==> config.mk <==
export PLATFORM = sky130hd
export DESIGN_NAME = cmp_pipe
export DESIGN_NICKNAME = d
export VERILOG_FILES = /design/src/rtl/cmp_pipe.sv
export SDC_FILE = /design/constraint.sdc
export NUM_CORES = 1
export LEC_CHECK = 0
export ABC_AREA = 1
export BUFFER_PORTS_ARGS = -buffer_cell sky130_fd_sc_hd__buf_2
export CAP_MARGIN = 10
export CORE_AREA = 2 2 73 75
export CTS_BUF_LIST = sky130_fd_sc_hd__clkbuf_8 sky130_fd_sc_hd__clkbuf_16
export CTS_CLUSTER_SIZE = 12
export DETAILED_ROUTE_END_ITERATION = 10
export DIE_AREA = 0 0 75 77
export PLACE_DENSITY = 0.74
export SETUP_SLACK_MARGIN = 0.2
export SLEW_MARGIN = 0
export SYNTH_ARGS = -nofsm -noshare
export SYNTH_HDL_FRONTEND = slang
export SYNTH_SLANG_ARGS = --single-unit
==> constraint.sdc <==
create_clock -name clk -period 2.1 [get_ports clk]
set_clock_uncertainty 0.15 [all_clocks]
set_input_delay 0.21 -clock clk [delete_from_list [all_inputs] [get_ports clk]]
set_output_delay 0.21 -clock clk [all_outputs]
set_load 0.005 [all_outputs]
==> src/rtl/cmp_pipe.sv <==
// Pipelined magnitude comparator, one CHUNK-bit slice per stage, MSB slice first.
// Define CMP_COUNTERS_EN to add saturating eq/gt/lt result counters.
module cmp_pipe #(
    parameter int WIDTH = 16,
    parameter int CHUNK = 4,
    parameter int CNT_W = 16
) (
    input  logic             clk,
    input  logic             rst,
    input  logic             in_valid,
    output logic             in_ready,
    input  logic [WIDTH-1:0] a,
    input  logic [WIDTH-1:0] b,
    input  logic             is_signed,
    output logic             out_valid,
    input  logic             out_ready,
    output logic             eq,
    output logic             gt,
    output logic             lt
`ifdef CMP_COUNTERS_EN
    ,
    input  logic             cnt_clr,
    output logic [CNT_W-1:0] eq_cnt,
    output logic [CNT_W-1:0] gt_cnt,
    output logic [CNT_W-1:0] lt_cnt
`endif
);

    localparam int NSTG = WIDTH / CHUNK;

    if (CHUNK < 1 || WIDTH % CHUNK != 0 || CNT_W < 1) begin : g_bad
        $error("cmp_pipe: WIDTH must be a nonzero multiple of CHUNK");
    end

    logic             adv;
    logic [NSTG-1:0]  vld, dec, gtr;
    logic [WIDTH-1:0] sgn_m, a_m, b_m;

    // Flipping the sign bits maps two's-complement order onto unsigned order
    assign sgn_m = WIDTH'(is_signed) << (WIDTH - 1);
    assign a_m   = a ^ sgn_m;
    assign b_m   = b ^ sgn_m;

    assign adv      = !vld[NSTG-1] || out_ready;
    assign in_ready = adv;

    for (genvar k = 0; k < NSTG; k++) begin : g_stg
        logic [CHUNK-1:0] ca, cb;
        logic             pv, pd, pg;
        logic             vld_q, dec_q, gtr_q;

        if (k == 0) begin : g_in
            assign ca = a_m[WIDTH-1 -: CHUNK];
            assign cb = b_m[WIDTH-1 -: CHUNK];
            assign pv = in_valid;
            assign pd = 1'b0;
            assign pg = 1'b0;
        end else begin : g_in
            assign ca = g_stg[k-1].g_rem.ra_q[WIDTH-k*CHUNK-1 -: CHUNK];
            assign cb = g_stg[k-1].g_rem.rb_q[WIDTH-k*CHUNK-1 -: CHUNK];
            assign pv = vld[k-1];
            assign pd = dec[k-1];
            assign pg = gtr[k-1];
        end

        always_ff @(posedge clk or posedge rst) begin
            if (rst) begin
                vld_q <= 1'b0;
                dec_q <= 1'b0;
                gtr_q <= 1'b0;
            end else if (adv) begin
                vld_q <= pv;
                dec_q <= pd || (ca != cb);
                gtr_q <= pd ? pg : (ca > cb);
            end
        end

        assign vld[k] = vld_q;
        assign dec[k] = dec_q;
        assign gtr[k] = gtr_q;

        // Only the still-unresolved low slices travel down the pipe
        if (k < NSTG - 1) begin : g_rem
            logic [WIDTH-(k+1)*CHUNK-1:0] ra_q, rb_q, ra_d, rb_d;

            if (k == 0) begin : g_src
                assign ra_d = a_m[WIDTH-CHUNK-1:0];
                assign rb_d = b_m[WIDTH-CHUNK-1:0];
            end else begin : g_src
                assign ra_d = g_stg[k-1].g_rem.ra_q[WIDTH-(k+1)*CHUNK-1:0];
                assign rb_d = g_stg[k-1].g_rem.rb_q[WIDTH-(k+1)*CHUNK-1:0];
            end

            always_ff @(posedge clk or posedge rst) begin
                if (rst) begin
                    ra_q <= '0;
                    rb_q <= '0;
                end else if (adv) begin
                    ra_q <= ra_d;
                    rb_q <= rb_d;
                end
            end
        end
    end

    assign out_valid = vld[NSTG-1];
    assign eq        = vld[NSTG-1] && !dec[NSTG-1];
    assign gt        = vld[NSTG-1] && dec[NSTG-1] && gtr[NSTG-1];
    assign lt        = vld[NSTG-1] && dec[NSTG-1] && !gtr[NSTG-1];

`ifdef CMP_COUNTERS_EN
    logic             hs;
    logic [CNT_W-1:0] eq_cnt_q, gt_cnt_q, lt_cnt_q;
    logic [CNT_W-1:0] eq_cnt_d, gt_cnt_d, lt_cnt_d;

    assign hs = out_valid && out_ready;

    always_comb begin
        eq_cnt_d = eq_cnt_q;
        gt_cnt_d = gt_cnt_q;
        lt_cnt_d = lt_cnt_q;
        if (cnt_clr) begin
            eq_cnt_d = '0;
            gt_cnt_d = '0;
            lt_cnt_d = '0;
        end else if (hs) begin
            if (eq && !(&eq_cnt_q)) eq_cnt_d = eq_cnt_q + CNT_W'(1);
            if (gt && !(&gt_cnt_q)) gt_cnt_d = gt_cnt_q + CNT_W'(1);
            if (lt && !(&lt_cnt_q)) lt_cnt_d = lt_cnt_q + CNT_W'(1);
        end
    end

    always_ff @(posedge clk or posedge rst) begin
        if (rst) begin
            eq_cnt_q <= '0;
            gt_cnt_q <= '0;
            lt_cnt_q <= '0;
        end else begin
            eq_cnt_q <= eq_cnt_d;
            gt_cnt_q <= gt_cnt_d;
            lt_cnt_q <= lt_cnt_d;
        end
    end

    assign eq_cnt = eq_cnt_q;
    assign gt_cnt = gt_cnt_q;
    assign lt_cnt = lt_cnt_q;
`endif

endmodule

* Word level (Yosys, flattened, before mapping)
Index checks and enable logic that the tools add are counted. W data, S select, Z words.
Word-level totals: flip-flop bits (word level) 60, input port bits 37, output and inout bits 5, word-level logic and storage cells 42
Operators by class: $lt $le $gt $ge 4, eq/ne operators 4, multiplexer cells 3, bitwise gates (word level) 2, reduce and logical (&&, ||, !) cells 11
Operator list (count):
- $xor A16 B16 Y16 | 2
- $gt A4 B4 Y1 | 4
- $ne A4 B4 Y1 | 4
- $logic_and A1 B1 Y1 | 4
- $logic_or A1 B1 Y1 | 4
- $logic_not A1 Y1 | 3
- $mux W1 | 3

* Longest topological paths before layout
Gate-level depths: netlist of the first run.
depth after elaboration 2, depth in mapped cells 9, gate-level depth less buffers 9

* Worst setup path before layout of the first run
No wires, ideal clock.
path kind flip-flop to flip-flop, from reg g_stg[0].g_rem.ra_q[11], to reg g_stg[1].gtr_q, library setup time 122 ps, data arrival time 970 ps, required time 1828 ps, slack 858 ps, cell stages (with the launch flop) 7, path buffers 0, period minus slack after synthesis 1242 ps, cells stage by stage dfrtp_1 -> ha_1 -> nand2_1 -> nor2_1 -> nor2_1 -> nand2_1 -> a21oi_1
Between the ends: cells in the longest elaborated chain, start to end 2
RTL lines:
- start, declared | line 84 | logic [WIDTH-(k+1)*CHUNK-1:0] ra_q, rb_q, ra_d, rb_d;
- start signal, assigned | line 99 | ra_q <= ra_d;
- $gt A4 B4 Y1 | line 74 | gtr_q <= pd ? pg : (ca > cb);
- $mux W1 | line 74
- end signal, assigned | line 74
- end, declared | line 50 | logic vld_q, dec_q, gtr_q;
No other way between the ends. A chain may end at the register's enable or synchronous reset.

* Final worst setup path of the first run
from reg g_stg[3].vld_q (netlist: out_valid), to out in_ready
Between the ends: cells in the longest elaborated chain, start to end 2
RTL lines:
- start, declared | line 50
- start signal, assigned | line 72 | vld_q <= pv;
- $logic_not A1 Y1 | line 44 | assign adv = !vld[NSTG-1] || out_ready;
- $logic_or A1 B1 Y1 | line 44
- end, declared | line 11 | output logic in_ready,
No other way between the ends.

==> flow_summary.ini, run 1 <==
[critical_path]
crit_path_start_kind = flip-flop
reg2reg_from = out_valid
cp_slowest_cell = dfrtp_1
endpoint_kind = output port
crit_cells = 5
slowest_delay_ns = 0.41
timing.rr.end = g_stg[0].dec_q
r2r_setup_slack_ns = 0.57
reg2reg_depth = 5
critPathBufInv = 4
cp_max_fo = 19
cp.required_ns = 1.74
worstSetupPathType = reg -> out
cp.arrival_ns = 1.37
critPathTopFamily = buffers and inverters
crit_path_cell_trace = inv_2 -> nor2_4 -> inv_4 -> buf_4 -> buf_2

[power]
clock_power_share_pct = 26.8
p_per_area_nw_per_um2 = 1220
seq_power_share_pct = 41.8
leakagePower_uw = 0.00185
switching_power_uw = 1440
power_frac_comb_pct = 31.3
swShare_pct = 34.2
peakVddDrop_v = 0.000701
p_int_uw = 2780

[logic_synthesis]
avgSynthCellArea_um2 = 8.56
netlist_instances = 317
yosysSeqAreaShare_pct = 55.4
ys_ff_latch = 60
yosysTopAreaCell = dfrtp_1
syn_area_um2 = 2710
synth_cell_types = 19
yosys_warnings = 0
synth.top_cell.area_share_pct = 55.4
netlist_top_cells_area = dfrtp_1 (55%), nand2_1 (17%), ha_1 (7.4%)
syn_nets = 370

[floorplan]
num_rows = 26
start_util_pct = 54.5
core_um2 = 4980
ios = 42
die_w_um = 75
dieArea_um2 = 5780
dieHeight_um = 77

[sta]
setup_viol_count_final = 0
finalHoldWorstSlack_ns = 0.162
fmax_mhz = 576
slew-limit-headroom_pct = 71.1
finalSetupTns_ns = 0
grt_setup_unrepaired = no
worst_pin_slew_ns = 0.433
hold_viol_final = 0
period_needed_ns = 1.73
fin_crit_sh_pct = 82.6
finalMaxSlewViolations = 0

[place]
dp_hpwl_um = 3080
place.gp.congestion = 0.739
portBuffers = 41

[clock_tree]
clk_latency_ns = 0.33
cts_buffer_depth = 2
clock_sinks = 60
clkSlewWorstSetupHoldPaths_ns = 0.07
clockRootBuffer = clkbuf_8
cts_buffers = 9
cts_tree = built
cts_setup_buffers = 0
htreeDepth = 3

[finish]
fill_cells = 391
area_delta_synth_final_pct = 28.1
layout_commonest_cell = nand2_1
drive_gt1_share_pct = 16.8
final_nets = 440
layout_common_cells = nand2_1 (126), dfrtp_1 (60), buf_2 (41)
diodes = 0

[detailed_routing]
drt_iter0_drc = 128
detail_route.wl_per_cell_um = 11.0
drtPass1Iterations = 4
dr_total_vias = 2141
ant_nets = 0
vias_per_cell = 4.63
drt_drc_violations_left = 0
routed_wl_um = 5070

[global_route]
grt_max_degree = 61
antenna_found_initial = 0
track_usage_pct = 20.0
grt_pass1_wl_um = 8800
grt_pass1_vias = 2121
grt-ovfl-total = 0

[hold_path]
hold_class = in -> reg
hold-path-cell-count = 4
hold_start = out_ready
holdPathEnd = g_stg[1].g_rem.rb_q[5]

[outcome]
status = completed

[run]
maxCapViolCount = 0
registers in the layout, summed over array words and instances, names as in the netlist:
name              count
g_stg.g_rem.rb_q     24
g_stg.vld_q           3
g_stg.g_rem.ra_q     24
g_stg.dec_q           4
out_valid             1
g_stg.gtr_q           4
worst min-delay path, delay by kind of cell:
| kind | cells | cell delay (ns) |
|---|---|---|
| compound gates | 1 | 0.08 |
| buf+inv | 2 | 0.25 |
| simple gates | 1 | 0.05 |
kinds of logic (layout without fill, tap and decap cells):
kind of cell,Yosys count,count (layout),synth area share (%)
AO/OA/AOI/OAI,43,43,8.07
XOR/XNOR,2,2,0.646
buffers and inverters,49,124,7.75
AND/OR/NAND/NOR,147,147,20.8
flip-flops,60,60,55.4
adder cells (fa/ha/maj),16,16,7.38
cell usage after synthesis:
cell,n
o21ai_0,17
dfrtp_1,60
clkbuf_1,1
xnor2_1,1
ha_1,16
nor2_1,18
buf_2,6
inv_1,35
or2_2,1
a21oi_1,13
a31oi_1,1
o21ai_1,11
and3_1,1
nand2_1,126
o21bai_1,1
xor2_1,1
nor2_4,1
buf_4,5
inv_2,2
power groups by stage:
stage / combinational, uW / sequential (uW) / clock, uW
global route: 1570 / 1820 / 1210
finish: 1320 / 1770 / 1130
detailed placement: 1280 / 1790 / 0
floorplan: 1000 / 1740 / 0
CTS: 1340 / 1770 / 1160
global placement: 1230 / 1780 / 0
worst max-delay path by stage:
stage	start	end	slack (ns)
2_1_floorplan	rst	g_stg[0].dec_q	0.26
3_3_place_gp	out_valid	in_ready	0.63
3_5_place_dp	out_valid	g_stg[0].dec_q	0.59
4_1_cts	out_valid	in_ready	0.25
5_1_grt	out_valid	in_ready	0.28
6_report	out_valid	in_ready	0.37
routing by layer:
metal,global-route usage (%),part of all wire (%),up-vias
met3,5.12,3.0,11
met5,0,0,-
li1,-,-,1116
met4,8.21,2.0,0
met2,33.8,51,33
met1,23.7,44,981
timing repair:
| action | 4_1_cts | 5_1_grt |
|---|---|---|
| hold endpoints to repair | 85 | 0 |
| gates resized for setup | 0 | 2 |
| setup endpoints to repair | 0 | 1 |
| hold buffers | 26 | 0 |
stage by stage:
stage	utilization (%)	power (uW)	std cells	area, um2	setup WS [ns]
floorplan	-	2750	317	2710	0.255
global placement	60.1	3010	420	2990	0.632
detailed placement	60.1	3070	420	2990	0.590
CTS	69.8	4270	462	3470	0.253
global route	69.8	4600	462	3480	0.276
finish	69.8	4230	462	3480	0.365
area by class of cell:
class                           instances  area, um2  area share, %
Sequential cell                        60       1500           43.2
Multi-Input combinational cell        208       1000           28.8
Timing Repair Buffer                   71        520           15.0
Inverter                               37        141           4.07
Clock buffer                            9        124           3.56
Clock inverter                          7        100           2.88
Tap cell                               70       87.6           2.52
(Power assumes the default switching activity.)
==> run 2, diff against run 1 <==
--- a/config.mk
+++ b/config.mk
@@ -5,15 +5,15 @@
 export SDC_FILE = /design/constraint.sdc
 export NUM_CORES = 1
 export LEC_CHECK = 0
-export ABC_AREA = 1
+export ABC_AREA = 0
 export BUFFER_PORTS_ARGS = -buffer_cell sky130_fd_sc_hd__buf_2
 export CAP_MARGIN = 10
-export CORE_AREA = 2 2 73 75
+export CORE_AREA = 2 2 77 79
 export CTS_BUF_LIST = sky130_fd_sc_hd__clkbuf_8 sky130_fd_sc_hd__clkbuf_16
 export CTS_CLUSTER_SIZE = 12
 export DETAILED_ROUTE_END_ITERATION = 10
-export DIE_AREA = 0 0 75 77
-export PLACE_DENSITY = 0.74
+export DIE_AREA = 0 0 79 81
+export PLACE_DENSITY = 0.7
 export SETUP_SLACK_MARGIN = 0.2
 export SLEW_MARGIN = 0
 export SYNTH_ARGS = -nofsm -noshare
==> constraint.sdc (replaced) <==
create_clock -name clk -period 1.55 [get_ports clk]
set_clock_uncertainty 0.15 [all_clocks]
set_input_delay 0.155 -clock clk [delete_from_list [all_inputs] [get_ports clk]]
set_output_delay 0.155 -clock clk [all_outputs]
set_load 0.005 [all_outputs]
==> flow_summary.ini, run 2 <==
[clock_tree]
cts_tree = built
clkSlewWorstSetupHoldPaths_ns = 0.06
cts_buffers = 9
clockRootBuffer = clkbuf_8
htreeDepth = 3
cts_buffer_depth = 2
clock_sinks = 60
clk_latency_ns = 0.35

[floorplan]
num_rows = 28
dieHeight_um = 81
ios = 42
start_util_pct = 47.7
core_um2 = 5680
dieArea_um2 = 6400
die_w_um = 79

[power]
leakagePower_uw = 0.00226
swShare_pct = 37.6
peakVddDrop_v = 0.000852
seq_power_share_pct = 34.4
switching_power_uw = 2830
p_int_uw = 4690
power_frac_comb_pct = 47.6
clock_power_share_pct = 18.0
p_per_area_nw_per_um2 = 1660

[sta]
fmax_mhz = 574
period_needed_ns = 1.74
hold_viol_final = 0
finalSetupTns_ns = -0.450
grt_setup_unrepaired = yes
fin_ws_ns = -0.192
slew-limit-headroom_pct = 78.8
finalMaxSlewViolations = 0
fin_crit_sh_pct = 112
setup_viol_count_final = 4
worst_pin_slew_ns = 0.316

[critical_path]
crit_path_start_kind = flip-flop
cp_slowest_cell = dfrtp_1
cp.required_ns = 1.64
slowest_delay_ns = 0.40
worstSetupPathType = reg -> reg
critPathBufInv = 0
crit_path_cell_trace = ha_1 -> nor2b_1 -> o211ai_1 -> a2111oi_4 -> a211o_1
cp.arrival_ns = 1.83
cp_max_fo = 2
critPathTopFamily = compound AO/OA/AOI/OAI gates
endpoint_kind = flip-flop

[global_route]
antenna_found_initial = 0
grt_pass1_wl_um = 9470
track_usage_pct = 19.6
grt-ovfl-total = 0
grt_pass1_vias = 2173
grt_max_degree = 61

[detailed_routing]
dr_total_vias = 2475
drt_drc_violations_left = 0
routed_wl_um = 8570
drt_iter0_drc = 203
vias_per_cell = 5.24
detail_route.wl_per_cell_um = 18.2
ant_nets = 0
drtPass1Iterations = 4

[logic_synthesis]
synth_most_common_cell = nand2_1
netlist_instances = 293
synth_edf_count = 0
synth_flop_cell = dfrtp_1
ys_top_cells_by_count = nand2_1 (130), dfrtp_1 (60), ha_1 (16), inv_1 (16), o21ai_0 (12)
netlist_top_cells_area = dfrtp_1 (55%), nand2_1 (18%), ha_1 (7.4%)
synth-async-reset-ratio_pct = 100
synth.top_cell.area_share_pct = 55.5
avgSynthCellArea_um2 = 9.24
yosysTopAreaCell = dfrtp_1
ys_ff_latch = 60
yosys_warnings = 0
yosysSeqAreaShare_pct = 55.5
synth_cell_types = 25
syn_area_um2 = 2710
syn_nets = 346

[finish]
reg_top3 = g_stg.g_rem.ra_q: 24 flops, g_stg.g_rem.rb_q: 24 flops
layout_common_cells = dfrtp_1 (59), nand2_2 (51), nand2_1 (45)
final_nets = 446
diodes = 0
drive_gt1_share_pct = 51.6
stdcell_area_um2 = 4530
layout_commonest_cell = dfrtp_1
area_delta_synth_final_pct = 67.4

[run]
maxCapViolCount = 0

[place]
portBuffers = 41
pre_cts_slack_ns = -0.0738
place.gp.congestion = 0.745
dp_hpwl_um = 3290
place_area_um2 = 3050

[outcome]
status = finished, violations left
violations = negative setup slack

[hold_path]
hold_class = in -> reg
-- run 2: cell type report --
| cell class | instances | area (um2) |
|---|---|---|
| multi-input combinational | 203 | 1570 |
| sequential | 60 | 1500 |
| fill | 346 | 1150 |
| timing repair buffer | 102 | 1100 |
| clock buffer | 13 | 179 |
| tap | 75 | 93.8 |
| inverter | 17 | 70.1 |
| clock inverter | 2 | 8.76 |
-- run 2: through the flow --
stage               utilization, %  cells  total power, uW  hold WS, ns
global route                  79.8    472             7930        0.138
global placement              53.7    406             4100        0.110
floorplan                        -    293             3680        0.111
finish                        79.8    472             7530        0.130
detailed placement            53.7    406             4180        0.113
CTS                           63.0    451             5720       0.0888
-- run 2: kinds of logic (layout without fill, tap and decap cells) --
family                     after synthesis  in the layout  share of synthesized area [%]
DFF                                     60             60                           55.5
and+or+nand+nor                        153            153                           23.3
adders and majority gates               16             16                           7.40
AOI/OAI and AO/OA                       32             32                           7.31
buffers and inverters                   30            134                           5.87
xor gates and xnor gates                 2              2                          0.647
-- run 2: worst register-to-register path: stages, from the launching register on --
cell and delay [ns]:
dfrtp_1 0.40, ha_1 0.31, nor2b_1 0.14, o211ai_1 0.28, a2111oi_4 0.12, a211o_1 0.24
-- run 2: worst paths after layout --
kind | startpoint | to | slack (ns) | cells after the start
setup / recovery | g_stg[1].g_rem.ra_q[5] | g_stg[2].gtr_q | -0.19 | 5
hold / removal | out_ready | g_stg[2].vld_q | 0.13 | 5
min in group asynchronous | rst | g_stg[2].g_rem.rb_q[1] | 0.28 | 4
max in group asynchronous | rst | g_stg[0].g_rem.ra_q[5] | 0.71 | 4
setup reg to reg | g_stg[1].g_rem.ra_q[5] | g_stg[2].gtr_q | -0.19 | 5
hold reg to reg | g_stg[2].vld_q | out_valid | 0.32 | 1
-- run 2: what timing repair did --
| item | 4_1_cts | 5_1_grt |
|---|---|---|
| pin swaps | 6 | 78 |
| hold endpoints to repair | 85 | 0 |
| gates cloned | 1 | 14 |
| hold buffers | 26 | 0 |
| setup buffers | 3 | 7 |
| gates resized for setup | 10 | 176 |
| endpoints found under the setup margin | 44 | 62 |
-- run 2: metal layers --
metal / track usage [%] / share of wire, % / up-vias / wire [um]
li1: - / - / 1138 / -
met1: 25.2 / 41 / 1243 / 3540
met2: 30.9 / 51 / 71 / 4350
met3: 3.56 / 4.2 / 23 / 359
met4: 12.2 / 3.7 / 0 / 317
met5: 0 / 0 / - / 0
-- run 2: power by group through the flow --
stage / registers (uW) / clock network, uW / logic [uW]
final: 2590 / 1360 / 3580
after floorplan: 2350 / 0 / 1330
after detailed placement: 2430 / 0 / 1760
after global placement: 2400 / 0 / 1710
after CTS: 2400 / 1350 / 1980
after global routing: 2650 / 1420 / 3870
